--- config.mk ---
export PLATFORM = sky130hd
export DESIGN_NAME = keypad_scanner_flat
export DESIGN_NICKNAME = d
export VERILOG_FILES = /design/src/rtl/keypad_pkg.sv /design/src/rtl/keypad_scanner_if.sv /design/src/rtl/keypad_debounce.sv /design/src/rtl/keypad_scanner.sv /design/src/flat_wrapper.sv
export SDC_FILE = /design/constraint.sdc
export NUM_CORES = 1
export LEC_CHECK = 0
export CAP_MARGIN = 20
export CORE_ASPECT_RATIO = 1.75
export CORE_MARGIN = 4
export CORE_UTILIZATION = 64
export DETAILED_ROUTE_END_ITERATION = 8
export GPL_TIMING_DRIVEN = 0
export MAX_ROUTING_LAYER = met4
export PLACE_DENSITY = 0.94
export SLEW_MARGIN = 20
export SYNTH_ARGS = -nofsm -noshare
export SYNTH_HDL_FRONTEND = slang
export SYNTH_SLANG_ARGS = --single-unit
export TNS_END_PERCENT = 100
--- constraint.sdc ---
create_clock -name i_clk -period 5.98 [get_ports i_clk]
set_input_delay 1.794 -clock i_clk [delete_from_list [all_inputs] [get_ports i_clk]]
set_output_delay 1.794 -clock i_clk [all_outputs]
set_load 0.01 [all_outputs]
--- src/rtl/keypad_pkg.sv ---
// rtl/keypad_pkg.sv - shared types, key map and row-decode helpers for keypad_scanner
//
// Contents:
//   kp_state_e  : scanner FSM states SCAN, DEBOUNCE, PRESSED, RELEASE
//   KEY_STAR    : code reported for the '*' key (4'hE)
//   KEY_HASH    : code reported for the '#' key (4'hF)
//   KEY_MAP     : 16 x 4-bit row/col-to-code table, entry (row*4+col) at bits [4*(row*4+col) +: 4]
//   key_code()  : looks up a code from a row/column index pair
//   one_low()   : true when exactly one active-low row bit is asserted
//   row_index() : index of the single low row in a one-low pattern

package keypad_pkg;

    typedef enum logic [1:0] {
        SCAN     = 2'd0,
        DEBOUNCE = 2'd1,
        PRESSED  = 2'd2,
        RELEASE  = 2'd3
    } kp_state_e;

    localparam logic [3:0] KEY_STAR = 4'hE;
    localparam logic [3:0] KEY_HASH = 4'hF;

    // Written most-significant entry first: row 3 down to row 0, column 3 down to column 0.
    localparam logic [63:0] KEY_MAP = {
        4'hD, KEY_HASH, 4'h0, KEY_STAR,     // row 3: *, 0, #, D
        4'hC, 4'h9,     4'h8, 4'h7,         // row 2: 7, 8, 9, C
        4'hB, 4'h6,     4'h5, 4'h4,         // row 1: 4, 5, 6, B
        4'hA, 4'h3,     4'h2, 4'h1          // row 0: 1, 2, 3, A
    };

    function automatic logic [3:0] key_code(input logic [1:0] row_idx, input logic [1:0] col_idx);
        logic [5:0] base;
        base = {row_idx, col_idx, 2'b00};
        return KEY_MAP[base +: 4];
    endfunction

    function automatic logic one_low(input logic [3:0] rows);
        return (rows == 4'b1110) || (rows == 4'b1101) ||
               (rows == 4'b1011) || (rows == 4'b0111);
    endfunction

    // Only meaningful when one_low(rows) is true; other patterns fold onto row 0.
    function automatic logic [1:0] row_index(input logic [3:0] rows);
        logic [1:0] idx;
        idx = 2'd0;
        if (!rows[1]) idx = 2'd1;
        if (!rows[2]) idx = 2'd2;
        if (!rows[3]) idx = 2'd3;
        return idx;
    endfunction

endpackage

--- src/rtl/keypad_scanner_if.sv ---
// rtl/keypad_scanner_if.sv - keypad matrix and key-event bundle for keypad_scanner
//
// Signals:
//   i_row   [3:0] keypad rows, active-low, asynchronous to the scanner clock
//   o_col   [3:0] column drive, one-cold
//   o_digit [3:0] code of last accepted key
//   o_valid       one-cycle strobe for a newly accepted (or repeated) key
//   o_held        high from accept until the release is debounced
// Modports:
//   master : the scanner (reads rows, drives columns and key events)
//   slave  : the keypad / consumer side

interface keypad_scanner_if;

    logic [3:0] i_row;
    logic [3:0] o_col;
    logic [3:0] o_digit;
    logic       o_valid;
    logic       o_held;

    modport master (
        input  i_row,
        output o_col,
        output o_digit,
        output o_valid,
        output o_held
    );

    modport slave (
        output i_row,
        input  o_col,
        input  o_digit,
        input  o_valid,
        input  o_held
    );

endinterface

--- src/rtl/keypad_debounce.sv ---
// rtl/keypad_debounce.sv - stable-for-N-cycles counter
//
// Parameters:
//   N       : consecutive matching cycles required (>= 2)
// Ports:
//   i_clk   : clock
//   i_rst_n : asynchronous active-low reset
//   i_clear : forces the count to zero (owner is not debouncing)
//   i_match : the watched condition holds this cycle
//   o_done  : combinational; high on the N-th consecutive matching cycle
//
// A cycle without a match drops the count back to zero. The count stops
// at N-1 instead of wrapping, so o_done stays asserted while the match holds.

module keypad_debounce #(
    parameter int N = 500000
) (
    input  logic i_clk,
    input  logic i_rst_n,
    input  logic i_clear,
    input  logic i_match,
    output logic o_done
);

    localparam int W = (N > 1) ? $clog2(N) : 1;
    localparam logic [W-1:0] LAST = W'(N - 1);

    logic [W-1:0] cnt;

    always_ff @(posedge i_clk or negedge i_rst_n) begin
        if (!i_rst_n) begin
            cnt <= '0;
        end else if (i_clear || !i_match) begin
            cnt <= '0;
        end else if (cnt != LAST) begin
            cnt <= cnt + 1'b1;
        end
    end

    assign o_done = i_match && !i_clear && (cnt == LAST);

endmodule

--- src/rtl/keypad_scanner.sv ---
// rtl/keypad_scanner.sv - 4x4 matrix keypad scanner with press/release debounce
//
// Parameters:
//   SCAN_DIV        : cycles each column is driven (>= 4)
//   DEBOUNCE_CYCLES : consecutive stable cycles to accept a press or a release (>= 2)
//   REPEAT_DELAY    : cycles from accept to first auto-repeat
//   REPEAT_PERIOD   : cycles between auto-repeats
// Ports:
//   i_clk   : system clock
//   i_rst_n : asynchronous active-low reset
//   kp      : keypad_scanner_if.master (i_row in; o_col, o_digit, o_valid, o_held out)
// Build option:
//   KEYPAD_AUTOREPEAT_EN : when defined, a held key re-pulses o_valid after
//                          REPEAT_DELAY and then every REPEAT_PERIOD cycles.

module keypad_scanner
    import keypad_pkg::*;
#(
    parameter int SCAN_DIV        = 50000,
    parameter int DEBOUNCE_CYCLES = 500000,
    parameter int REPEAT_DELAY    = 25000000,
    parameter int REPEAT_PERIOD   = 10000000
) (
    input  logic           i_clk,
    input  logic           i_rst_n,
    keypad_scanner_if.master kp
);

    if (SCAN_DIV < 4) begin : g_bad_scan_div
        $error("keypad_scanner: SCAN_DIV must be at least 4");
    end
    if (DEBOUNCE_CYCLES < 2) begin : g_bad_debounce
        $error("keypad_scanner: DEBOUNCE_CYCLES must be at least 2");
    end
    if (REPEAT_DELAY < 2 || REPEAT_PERIOD < 2) begin : g_bad_repeat
        $error("keypad_scanner: REPEAT_DELAY and REPEAT_PERIOD must be at least 2");
    end

    localparam int SW = $clog2(SCAN_DIV);
    localparam logic [SW-1:0] SCAN_LAST = SW'(SCAN_DIV - 1);

    // ------------------------------------------------------------------
    // Row synchroniser: rows idle high, so reset to all-released.
    // ------------------------------------------------------------------
    logic [3:0] row_s1;
    logic [3:0] row_s2;

    always_ff @(posedge i_clk or negedge i_rst_n) begin
        if (!i_rst_n) begin
            row_s1 <= 4'hF;
            row_s2 <= 4'hF;
        end else begin
            row_s1 <= kp.i_row;
            row_s2 <= row_s1;
        end
    end

    // ------------------------------------------------------------------
    // FSM and scan datapath
    // ------------------------------------------------------------------
    kp_state_e      state;
    kp_state_e      state_nxt;
    logic [1:0]     col_idx;
    logic [SW-1:0]  scan_cnt;
    logic [3:0]     cap_row;

    logic           scan_last;
    logic           capture;
    logic           col_adv;
    logic           accept;
    logic           release_done;
    logic           db_clear;
    logic           db_match;
    logic           db_done;
    logic           rep_fire;
    logic           all_high;

    assign scan_last = (scan_cnt == SCAN_LAST);
    assign all_high  = (row_s2 == 4'hF);

    always_ff @(posedge i_clk or negedge i_rst_n) begin
        if (!i_rst_n) begin
            state <= SCAN;
        end else begin
            state <= state_nxt;
        end
    end

    always_comb begin
        state_nxt    = state;
        capture      = 1'b0;
        col_adv      = 1'b0;
        accept       = 1'b0;
        release_done = 1'b0;
        db_clear     = 1'b1;
        db_match     = 1'b0;
        case (state)
            SCAN: begin
                // Rows are only trusted on the last dwell cycle of a column.
                if (scan_last) begin
                    if (one_low(row_s2)) begin
                        capture   = 1'b1;
                        // The sampling cycle counts as the first stable cycle.
                        db_clear  = 1'b0;
                        db_match  = 1'b1;
                        state_nxt = DEBOUNCE;
                    end else begin
                        col_adv = 1'b1;
                    end
                end
            end
            DEBOUNCE: begin
                db_clear = 1'b0;
                db_match = (row_s2 == cap_row);
                if (!db_match) begin
                    col_adv   = 1'b1;
                    state_nxt = SCAN;
                end else if (db_done) begin
                    accept    = 1'b1;
                    state_nxt = PRESSED;
                end
            end
            PRESSED: begin
                // Counting starts with the first all-high cycle seen here so
                // that release takes exactly DEBOUNCE_CYCLES stable cycles.
                db_clear = 1'b0;
                db_match = all_high;
                if (all_high) begin
                    state_nxt = RELEASE;
                end
            end
            RELEASE: begin
                db_clear = 1'b0;
                db_match = all_high;
                if (!all_high) begin
                    state_nxt = PRESSED;
                end else if (db_done) begin
                    release_done = 1'b1;
                    col_adv      = 1'b1;
                    state_nxt    = SCAN;
                end
            end
            default: begin
                state_nxt = SCAN;
            end
        endcase
    end

    keypad_debounce #(
        .N (DEBOUNCE_CYCLES)
    ) u_debounce (
        .i_clk   (i_clk),
        .i_rst_n (i_rst_n),
        .i_clear (db_clear),
        .i_match (db_match),
        .o_done  (db_done)
    );

    // Column position is frozen outside SCAN; leaving DEBOUNCE or RELEASE
    // back to SCAN always moves on to the next column.
    always_ff @(posedge i_clk or negedge i_rst_n) begin
        if (!i_rst_n) begin
            col_idx  <= 2'd0;
            scan_cnt <= '0;
            cap_row  <= 4'hF;
        end else begin
            if (col_adv) begin
                col_idx  <= col_idx + 2'd1;
                scan_cnt <= '0;
            end else if (state == SCAN && !scan_last) begin
                scan_cnt <= scan_cnt + 1'b1;
            end
            if (capture) begin
                cap_row <= row_s2;
            end
        end
    end

    assign kp.o_col = ~(4'b0001 << col_idx);

    // ------------------------------------------------------------------
    // Auto-repeat
    // ------------------------------------------------------------------
`ifdef KEYPAD_AUTOREPEAT_EN
    localparam int RMAX = (REPEAT_DELAY > REPEAT_PERIOD) ? REPEAT_DELAY : REPEAT_PERIOD;
    localparam int RW   = $clog2(RMAX);
    localparam logic [RW-1:0] REP_FIRST_LAST = RW'(REPEAT_DELAY - 1);
    localparam logic [RW-1:0] REP_NEXT_LAST  = RW'(REPEAT_PERIOD - 1);

    logic [RW-1:0] rep_cnt;
    logic          rep_first;
    logic          rep_hold;

    // Cycle 0 of rep_cnt is the cycle o_valid is high for the accept.
    assign rep_hold = (state == PRESSED) && (state_nxt == PRESSED);
    assign rep_fire = rep_hold &&
                      (rep_cnt == (rep_first ? REP_FIRST_LAST : REP_NEXT_LAST));

    always_ff @(posedge i_clk or negedge i_rst_n) begin
        if (!i_rst_n) begin
            rep_cnt   <= '0;
            rep_first <= 1'b1;
        end else if (!rep_hold) begin
            // Any glitch toward release restarts the initial delay.
            rep_cnt   <= '0;
            rep_first <= 1'b1;
        end else if (rep_fire) begin
            rep_cnt   <= '0;
            rep_first <= 1'b0;
        end else begin
            rep_cnt <= rep_cnt + 1'b1;
        end
    end
`else
    assign rep_fire = 1'b0;
`endif

    // ------------------------------------------------------------------
    // Registered key-event outputs
    // ------------------------------------------------------------------
    logic [3:0] digit_q;
    logic       valid_q;
    logic       held_q;

    always_ff @(posedge i_clk or negedge i_rst_n) begin
        if (!i_rst_n) begin
            digit_q <= 4'h0;
            valid_q <= 1'b0;
            held_q  <= 1'b0;
        end else begin
            valid_q <= accept || rep_fire;
            if (accept) begin
                digit_q <= key_code(row_index(cap_row), col_idx);
                held_q  <= 1'b1;
            end else if (release_done) begin
                held_q  <= 1'b0;
            end
        end
    end

    assign kp.o_digit = digit_q;
    assign kp.o_valid = valid_q;
    assign kp.o_held  = held_q;

endmodule
--- src/flat_wrapper.sv ---
// flat-port wrapper written by rule: the top's interface ports become plain ports
module keypad_scanner_flat import keypad_pkg::*;
#(
    parameter int SCAN_DIV        = 50000,
    parameter int DEBOUNCE_CYCLES = 500000,
    parameter int REPEAT_DELAY    = 25000000,
    parameter int REPEAT_PERIOD   = 10000000
)
  (i_clk, i_rst_n, kp_i_row, kp_o_col, kp_o_digit, kp_o_valid, kp_o_held);
  keypad_scanner_if kp_i ();
  input  logic i_clk;
  input  logic i_rst_n;
  input wire logic [$bits(kp_i.i_row)-1:0] kp_i_row;
  output wire logic [$bits(kp_i.o_col)-1:0] kp_o_col;
  output wire logic [$bits(kp_i.o_digit)-1:0] kp_o_digit;
  output wire logic [$bits(kp_i.o_valid)-1:0] kp_o_valid;
  output wire logic [$bits(kp_i.o_held)-1:0] kp_o_held;
  assign kp_i.i_row = kp_i_row;
  assign kp_o_col = kp_i.o_col;
  assign kp_o_digit = kp_i.o_digit;
  assign kp_o_valid = kp_i.o_valid;
  assign kp_o_held = kp_i.o_held;
  keypad_scanner #(.SCAN_DIV(SCAN_DIV), .DEBOUNCE_CYCLES(DEBOUNCE_CYCLES), .REPEAT_DELAY(REPEAT_DELAY), .REPEAT_PERIOD(REPEAT_PERIOD)) u_core (.i_clk(i_clk), .i_rst_n(i_rst_n), .kp(kp_i));
endmodule
==> flow_summary.json <==
{
  "grt_setup_unrepaired": "false",
  "p_seq_frac": 0.522,
  "n_antenna_cell": 0,
  "ys_seq_area_frac": 0.494,
  "fmax_mhz": 278,
  "core_um2": 4400,
  "p_sw_mw": 0.156,
  "ant_nets": 0,
  "cts_tree": "done",
  "grt_pass1_wl_um": 9680,
  "leakage_nw": 1.48,
  "status": "complete, no violations",
  "required_ns": 4.19,
  "design_area_um2": 3320,
  "clkPwrFrac": 0.460,
  "finish.utilization": 0.753,
  "h-tree-depth": 3,
  "worst_pin_slew_ns": 0.689,
  "hpwl_um": 3730,
  "wl_per_cell_um": 15.2,
  "min_period_over_period": 0.601,
  "post_cts_buffers": 0,
  "hp-class": "reg2reg",
  "cts_sinks": 57,
  "port_buffers": 15,
  "cp_data_arrival_time_ns": 1.80,
  "setup_slack_ns": 2.39,
  "drive_gt1_frac": 0.146,
  "slew-limit-headroom": 0.541,
  "synthCells": 278,
  "p_per_area_nw_per_um2": 228,
  "fin_skew_ns": 0.0121,
  "cts_made_buffers": 9,
  "grt_pass1_vias": 2176,
  "syn2layout_area_growth_pct": 13.7,
  "placementRows": 32,
  "track_usage": 0.224,
  "gp_congestion": 0.818,
  "drc_errors": 0,
  "max_stage_delay_ns": 0.53,
  "vias": 2114,
  "io_pins": 16,
  "synth_largest_area_cell": "dfrtp_1",
  "yosysWarnings": 0,
  "endpoint_kind": "output pin",
  "root_buffer": "clkbuf_8",
  "power_switching_share": 0.207,
  "cts.clk_slew.worst_paths_ns": 0.06,
  "ys_types": 49,
  "crit_type": "reg2out",
  "cp_common_cell": "inv_1",
  "postCtsResizedCells": 0,
  "synthTopCellsByArea": "dfrtp_1, dfstp_2, xor2_1",
  "syn-num-nets": 292,
  "grt_max_degree": 58,
  "layout_min_cycle_time_ns": 3.59,
  "finalHoldViolations": 0,
  "place_area_um2": 3130,
  "ys_ff_latch": 57,
  "p_total_mw": 0.755,
  "timing.rr.start": "u_core.cap_row[2]",
  "setup-violations-final": 0,
  "final_max_slew_viol_count": 0,
  "viasPerCell": 5.87,
  "p_int_mw": 0.598,
  "ys.flop_type": "dfrtp_1",
  "die_w_um": 59.0,
  "cts_buffer_depth": 2,
  "cpMaxStageDelayCell": "clkdlybuf4s50_1",
  "clk_latency_ns": 0.33,
  "maxCapViolCount": 0,
  "startpoint_type": "flip-flop",
  "synthArstFlopShare": 1.00,
  "yosys.area.top_type_share": 0.386,
  "nets": 318,
  "irDropWorstVdd_v": 0.000236,
  "routed_wl_um": 5470,
  "hold_start": "u_core.row_s1[2]",
  "fin_tns_setup_ns": 0,
  "drtIter0Drc": 78,
  "start_util": 0.662,
  "ctsHoldBuffers": 0,
  "die_h_um": 97.3,
  "die_area_um2": 5740,
  "antenna_found_initial": 0,
  "yosysMostFrequentCell": "dfrtp_1",
  "ys_top_cells_by_count": "dfrtp_1, nor2_1, xor2_1",
  "place_ws_ns": 2.76,
  "first_pass_iters": 4,
  "grt_overflow": 0,
  "worstSetupStartpoint": "u_core.col_idx[0]",
  "synthesis.area_um2": 2920,
  "crit_chain": "inv_1, ha_1, inv_1, clkdlybuf4s50_1",
  "synth-edff-count": 0,
  "avgSynthCellArea_um2": 10.5,
  "pwr-share-comb": 0.018,
  "path_max_fanout": 6
}
[power groups by stage]
stage	clock network, mW	logic (mW)	registers (mW)
2_1_floorplan	0	0.00332	0.400
6_report	0.347	0.0137	0.394
3_5_place_dp	0	0.0142	0.400
5_1_grt	0.373	0.0162	0.394
3_3_place_gp	0	0.0141	0.400
4_1_cts	0.355	0.0143	0.394
[layout by cell type, fill, tap and decap left out, types with 3 or more instances in the layout]
cell / instances
inv_1: 12
mux2_2: 8
o21ai_0: 7
nand3_1: 11
and3_1: 5
o211ai_1: 3
nor2_1: 41
or3_1: 3
clkbuf_8: 10
a21oi_1: 8
nand2_1: 17
dfrtp_1: 45
and4_1: 7
dfstp_2: 12
nor3_1: 7
ha_1: 8
xnor2_1: 16
xor2_1: 18
clkdlybuf4s50_1: 14
clkbuf_1: 9
nand4_1: 6
nor2b_1: 3
nand4b_1: 3
[routing by layer]
layer | part of all wire | up-vias | track usage
met4 | 0.031 | 0 | 0.115
met1 | 0.41 | 1020 | 0.265
met3 | 0.034 | 18 | 0.0505
li1 | - | 1022 | -
met5 | 0 | - | -
met2 | 0.52 | 54 | 0.350
[registers in the layout, indices dropped and copies added, names as in the netlist]
| name | count |
|---|---|
| u_core.row_s2 | 4 |
| u_core.kp.o_digit | 4 |
| u_core.col_idx | 2 |
| u_core.u_debounce.cnt | 19 |
| u_core.state | 2 |
| u_core.kp.o_valid | 1 |
| u_core.cap_row | 4 |
| u_core.row_s1 | 4 |
| u_core.kp.o_held | 1 |
| u_core.scan_cnt | 16 |
[final timing paths]
kind / to / slack (ns) / depth (start not counted)
max in group asynchronous: u_core.scan_cnt[13] / 4.01 / 1
worst max register to register: u_core.col_idx[1] / 3.44 / 7
min in group asynchronous: u_core.u_debounce.cnt[5] / 1.50 / 1
worst min-delay path: u_core.row_s2[2] / 0.35 / 0
worst min register to register: u_core.row_s2[2] / 0.35 / 0
worst max-delay path: kp_o_col[0] / 2.39 / 4
[layout make-up]
cell class / count / area, um2
tap: 51 / 63.8
sequential: 57 / 1440
buffer: 8 / 45.0
fill: 285 / 1090
clock buffer: 13 / 149
multi-input combinational: 201 / 1380
clock inverter: 3 / 40.0
timing repair buffer: 15 / 148
inverter: 12 / 45.0
[through the flow]
| step | instances | hold slack [ns] |
|---|---|---|
| 2_1_floorplan | 278 | 0.345 |
| 3_3_place_gp | 344 | 0.347 |
| 3_5_place_dp | 344 | 0.347 |
| 4_1_cts | 360 | 0.354 |
| 5_1_grt | 360 | 0.358 |
| 6_report | 360 | 0.352 |
[logic make-up after synthesis]
logic type | Yosys count | share of synthesized area
fa+ha+maj | 8 | 0.0343
mux | 11 | 0.0429
xor+xnor | 34 | 0.102
buf+inv | 20 | 0.0309
flops | 57 | 0.494
simple gates | 120 | 0.231
compound gates | 28 | 0.0640
[critical path: cells and delay by family, from the launching register on]
family / cells / cell delay [ns]
buf+inv: 3 / 0.75
fa+ha+maj: 1 / 0.25
flops: 1 / 0.47
No activity file was read; power rests on OpenSTA's default activity.
==> edit 1: new RTL, same settings <==
`DEBOUNCE_CYCLES` is set to 500000 in 2 places; all go to 125000.
--- a/src/rtl/keypad_scanner.sv
+++ b/src/rtl/keypad_scanner.sv
@@ -17,7 +17,7 @@
     import keypad_pkg::*;
 #(
     parameter int SCAN_DIV        = 50000,
-    parameter int DEBOUNCE_CYCLES = 500000,
+    parameter int DEBOUNCE_CYCLES = 125000,
     parameter int REPEAT_DELAY    = 25000000,
     parameter int REPEAT_PERIOD   = 10000000
 ) (
--- a/src/flat_wrapper.sv
+++ b/src/flat_wrapper.sv
@@ -2,7 +2,7 @@
 module keypad_scanner_flat import keypad_pkg::*;
 #(
     parameter int SCAN_DIV        = 50000,
-    parameter int DEBOUNCE_CYCLES = 500000,
+    parameter int DEBOUNCE_CYCLES = 125000,
     parameter int REPEAT_DELAY    = 25000000,
     parameter int REPEAT_PERIOD   = 10000000
 )
Formal check against the unedited RTL: same outputs for any inputs over 10 cycles, from zero or initial values and one cycle with i_rst_n low; that may be too few to reach the edited logic, so the function may still have changed.
==> edit 1 against the original RTL <==
  * Design area down 5.6%
  * Count of clock-buffer cells in the layout shrank 7
  * Worst setup slack improved by 0.059 ns
  * Die area fell by 3.2%
  * Area after synthesis decreased by 3.6%
  * Clock skew shrank 0.010 ns
  * Register-to-register slack worse by 0.13 ns
  * Power decreased by 17%
  * Sequential power is 4% lower
  * Sequential cell count shrank 2
  * Routed wire length is 0.29% lower
  * Critical path depth unchanged
  * Sequential share of layout area rose by 0.97 points
==> edit 1: results (changes against the original RTL) <==
metric,value,unit,change
status,"finished, final reports clean",,unchanged
gp_congestion,0.883,,was 0.818
clk_latency,0.31,ns,was 0.33 ns
async_flop_share,1.00,,unchanged
hold_path.class,flop to flop,,unchanged
fin_setup_tns,0,ns,unchanged
drt_iter0_markers,105,,was 78
cts.path.max_buffers,2,,unchanged
insertedDiodeCount,0,,unchanged
antenna_found_initial,0,,unchanged
reg2reg_slack,3.31,ns,was 3.44 ns
htreeDepth,2,,was 3
synthFlopType,dfrtp_1,,unchanged
cts-root-buf,clkbuf_8,,unchanged
syn_nets,294,,was 292
synth_area_leaders,"dfrtp_1 38%, dfstp_2 11%, xnor2_1 6.5%",,"was dfrtp_1 39%, dfstp_2 11%, xor2_1 5.4%"
whs,0.360,ns,was 0.352 ns
grtUsageTotal,0.229,,was 0.224
hpwl,3850,um,was 3730 um
wl_per_cell,15.5,um,was 15.2 um
cts_buffers,5,,was 9
postCtsSetupBuffers,0,,unchanged
crit_fanout,7,,was 6
clk_pin_slew,0.10,ns,was 0.06 ns
reg.largest.list,"u_core.u_debounce.cnt (17), u_core.scan_cnt (16)",,"was u_core.u_debounce.cnt (19), u_core.scan_cnt (16)"
ir_worst_vdd,0.000286,V,was 0.000236 V
grt_pass1_vias,2150,,was 2176
synth_cell_types,38,,was 49
critPathArrivalTime,1.74,ns,was 1.80 ns
drive_gt1_frac,0.125,,was 0.146
top_register,u_core.u_debounce.cnt,,unchanged
clock_skew,0.00203,ns,was 0.0121 ns
maxSlewHeadroom,0.559,,was 0.541
nNetsFinal,316,,was 318
layout.filler_cells,289,,was 285
vias_per_cell,5.96,,was 5.87
numPortBuffers,15,,unchanged
grt_pass1_wl,9470,um,was 9680 um
post_synth.cell_area_avg,10.0,sq um,was 10.5 sq um
vias,2097,,was 2114
dr.pass1.iters,4,,unchanged
ctsResizeCount,0,,unchanged
leakage,0.00133,uW,was 0.00148 uW
ys_warn_count,0,,unchanged
synth_commonest_cells,"43 x dfrtp_1, 42 x nor2_1, 22 x nand2_1",,"was 45 x dfrtp_1, 41 x nor2_1, 18 x xor2_1"
synth-seq-area-share,0.495,,was 0.494
grt_max_degree,56,,was 58
post-place-cells,344,,unchanged
[edit 1: routing by layer]
| metal | GRT usage | part of all wire | up-vias |
|---|---|---|---|
| li1 | - | - | 1010 |
| met1 | 0.247 | 0.38 | 1020 |
| met2 | 0.397 | 0.57 | 54 |
| met3 | 0.0352 | 0.031 | 13 |
| met4 | 0.120 | 0.026 | 0 |
| met5 | - | 0 | - |
[edit 1: cell type report]
| class | instances | area [sq um] | area share |
|---|---|---|---|
| Buffer | 10 | 55.1 | 0.0176 |
| Clock buffer | 6 | 93.8 | 0.0300 |
| Clock inverter | 2 | 16.3 | 0.00520 |
| Inverter | 11 | 41.3 | 0.0132 |
| Multi-Input combinational cell | 204 | 1320 | 0.423 |
| Sequential cell | 55 | 1390 | 0.444 |
| Tap cell | 49 | 61.3 | 0.0196 |
| Timing Repair Buffer | 15 | 148 | 0.0472 |
[edit 1: stage by stage]
stage | setup WS, ns | instance area [sq um]
after detailed placement | 2.80 | 3020
after global placement | 1.61 | 3020
after global routing | 2.35 | 3130
after CTS | 2.45 | 3130
final | 2.45 | 3130
after floorplan | 3.38 | 2810
[edit 1: worst paths after layout]
kind	startpoint	to	depth (start not counted)
setup / recovery	u_core.col_idx[1]	kp_o_col[0]	4
hold / removal	u_core.row_s1[2]	u_core.row_s2[2]	0
setup reg to reg	u_core.cap_row[3]	u_core.kp.o_digit[3]	6
hold reg to reg	u_core.row_s1[2]	u_core.row_s2[2]	0
max in group asynchronous	i_rst_n	u_core.kp.o_valid	1
min in group asynchronous	i_rst_n	u_core.scan_cnt[7]	1
[edit 1: kinds of logic after synthesis]
kind of cell               after synthesis  share of synthesized area
and+or+nand+nor                        126                      0.232
DFF                                     55                      0.495
xor gates and xnor gates                34                      0.106
AOI/OAI and AO/OA                       24                     0.0503
buffers and inverters                   21                     0.0343
muxes                                   12                     0.0467
adders and majority gates                8                     0.0356
[edit 1: report_power, final]
part           internal, uW  switching (uW)
Combinational          4.81            8.90
Clock                   109             125
Sequential              377            2.96
Total                   491             137
[edit 1: critical path, stage by stage, from the launching register on]
cell and delay, ns:
dfrtp_1 0.48, inv_1 0.13, ha_1 0.21, inv_1 0.07, clkdlybuf4s50_1 0.53
==> edit 2: new RTL, same flow settings <==
Made on the original files. Re-encode `kp_state_e` (4 states) as one-hot, 4 bits wide.
--- a/src/rtl/keypad_pkg.sv
+++ b/src/rtl/keypad_pkg.sv
@@ -11,11 +11,11 @@
 
 package keypad_pkg;
 
-    typedef enum logic [1:0] {
-        SCAN     = 2'd0,
-        DEBOUNCE = 2'd1,
-        PRESSED  = 2'd2,
-        RELEASE  = 2'd3
+    typedef enum logic [3:0] {
+        SCAN     = 4'b0001,
+        DEBOUNCE = 4'b0010,
+        PRESSED  = 4'b0100,
+        RELEASE  = 4'b1000
     } kp_state_e;
 
     localparam logic [3:0] KEY_STAR = 4'hE;
Formal check against the unedited RTL: no difference found for any inputs over 10 cycles, from zero or initial values and one cycle with i_rst_n low; not proved beyond that.
==> edit 2 against the original RTL <==
  * Sequential share of layout area fell by 1.3 points
  * Critical path type unchanged
  * Sequential cell count grew 2
  * Area after synthesis grew 8.1%
  * Sequential power up 3%
  * Routed wire length increased by 21%
  * Power fell by 0.49%
  * Design area is 6.8% higher
  * Fmax is essentially flat
  * Register-to-register slack hardly changed
  * Utilization about the same
  * Worst setup slack worse by 0.00085 ns
==> edit 2: results (changes against the original RTL) <==
metric,value,unit,change
crit_slowest_cell,clkdlybuf4s50_1,,unchanged
async_flop_share,1.00,,unchanged
grt_pass1_wl,11200,um,was 9680 um
leakage,0.00154,uW,was 0.00148 uW
drt-total-wl,6640,um,was 5470 um
hpwl,4670,um,was 3730 um
htreeDepth,3,,unchanged
cts-root-buf,clkbuf_8,,unchanged
ys_warn_count,0,,unchanged
syn_nets,334,,was 292
antenna_found_initial,0,,unchanged
dr.pass1.iters,5,,was 4
synth-seq-cells,59,,was 57
clock_skew,0.00879,ns,was 0.0121 ns
grtUsageTotal,0.253,,was 0.224
nNetsFinal,360,,was 318
status,"finished, final reports clean",,unchanged
cts.path.max_buffers,2,,unchanged
synth-seq-area-share,0.474,,was 0.494
insertedDiodeCount,0,,unchanged
cp_slowest_stage_delay,0.53,ns,about the same
hold_path.class,flop to flop,,unchanged
crit_fanout,5,,was 6
clk_pin_slew,0.06,ns,about the same
grt_pass1_vias,2557,,was 2176
netSwitchingFraction,0.228,,was 0.207
gp_congestion,0.933,,was 0.818
synth_commonest_cells,"48 x nor2_1, 46 x dfrtp_1, 21 x nand3_1",,"was 45 x dfrtp_1, 41 x nor2_1, 18 x xor2_1"
post_synth.cell_area_avg,9.85,sq um,was 10.5 sq um
postCtsSetupBuffers,0,,unchanged
vias_per_cell,6.15,,was 5.87
post-place-cells,387,,was 344
synthFlopType,dfrtp_1,,unchanged
clk_latency,0.35,ns,was 0.33 ns
cts_buffers,9,,unchanged
ir_worst_vdd,0.000274,V,was 0.000236 V
reg.largest.list,"u_core.u_debounce.cnt (19), u_core.scan_cnt (16)",,unchanged
drive_gt1_frac,0.131,,was 0.146
grt_max_degree,60,,was 58
fin_setup_tns,0,ns,unchanged
synth_cell_types,49,,unchanged
wl_per_cell,16.5,um,was 15.2 um
tightest_slew,0.828,ns,was 0.689 ns
synth_area_leaders,"dfrtp_1 37%, dfstp_2 11%, nor2_1 5.7%",,"was dfrtp_1 39%, dfstp_2 11%, xor2_1 5.4%"
ctsResizeCount,0,,unchanged
numPortBuffers,15,,unchanged
drt_iter0_markers,155,,was 78
critPathArrivalTime,1.80,ns,about the same
post-place-ws,2.75,ns,was 2.76 ns
[edit 2: cell count changes after synthesis, sizes merged, moves of 4 or more]
cell   unedited run  this run
and4              7         2
nand3            11        21
buf               2         8
nor2             42        48
nor3              7        11
nand4             6        10
nor4              2         7
[edit 2: cell type report]
| type | count | area, sq um |
|---|---|---|
| multi-input cells | 234 | 1530 |
| plain buffers | 14 | 80.1 |
| clock inverters | 5 | 27.5 |
| fillers | 324 | 1160 |
| clock buffers | 11 | 151 |
| flip-flops and latches | 59 | 1490 |
| well taps | 52 | 65.1 |
| inverters | 13 | 48.8 |
| repair buffers | 15 | 148 |
[edit 2: worst max-delay path, delay by kind of cell (launching register included)]
family | cells | cell delay (ns)
fa+ha+maj | 1 | 0.26
buf+inv | 3 | 0.77
flops | 1 | 0.44
[edit 2: logic make-up after synthesis]
family	after synthesis	share of synthesized area
AND/OR/NAND/NOR	146	0.242
XOR/XNOR	38	0.106
buffers and inverters	27	0.0409
multiplexers	11	0.0433
adder cells (fa/ha/maj)	8	0.0318
flip-flops	59	0.474
AO/OA/AOI/OAI	31	0.0628
[edit 2: per-layer routing]
metal	part of all wire	global-route usage	vias up
met5	0	-	-
li1	-	-	1160
met4	0.036	0.117	0
met2	0.56	0.433	71
met1	0.36	0.253	1220
met3	0.045	0.0718	27
[edit 2: final timing paths]
| path | from | to | slack [ns] | cells past startpoint |
|---|---|---|---|---|
| setup reg to reg | u_core.cap_row[2] | u_core.kp.o_digit[2] | 3.45 | 7 |
| hold / removal | u_core.row_s1[2] | u_core.row_s2[2] | 0.36 | 0 |
| setup / recovery | u_core.col_idx[0] | kp_o_col[0] | 2.39 | 4 |
| min in group asynchronous | i_rst_n | u_core.u_debounce.cnt[4] | 1.49 | 1 |
| hold reg to reg | u_core.row_s1[2] | u_core.row_s2[2] | 0.36 | 0 |
| max in group asynchronous | i_rst_n | u_core.state[1] | 4.00 | 1 |
[edit 2: per-stage QoR]
step                      area (sq um)   util  hold WS, ns
after floorplan                   3150      -        0.345
after global placement            3370  0.715        0.346
after detailed placement          3360  0.715        0.348
after CTS                         3540  0.753        0.357
after global routing              3540  0.753        0.359
final                             3540  0.753        0.356
[edit 2: power groups by stage]
stage | Combinational, uW | Sequential, uW | Clock [uW]
5_1_grt | 19.9 | 406 | 351
3_5_place_dp | 17.5 | 413 | 0
2_1_floorplan | 5.73 | 413 | 0
3_3_place_gp | 17.1 | 413 | 0
4_1_cts | 17.8 | 406 | 331
6_report | 17.3 | 406 | 327
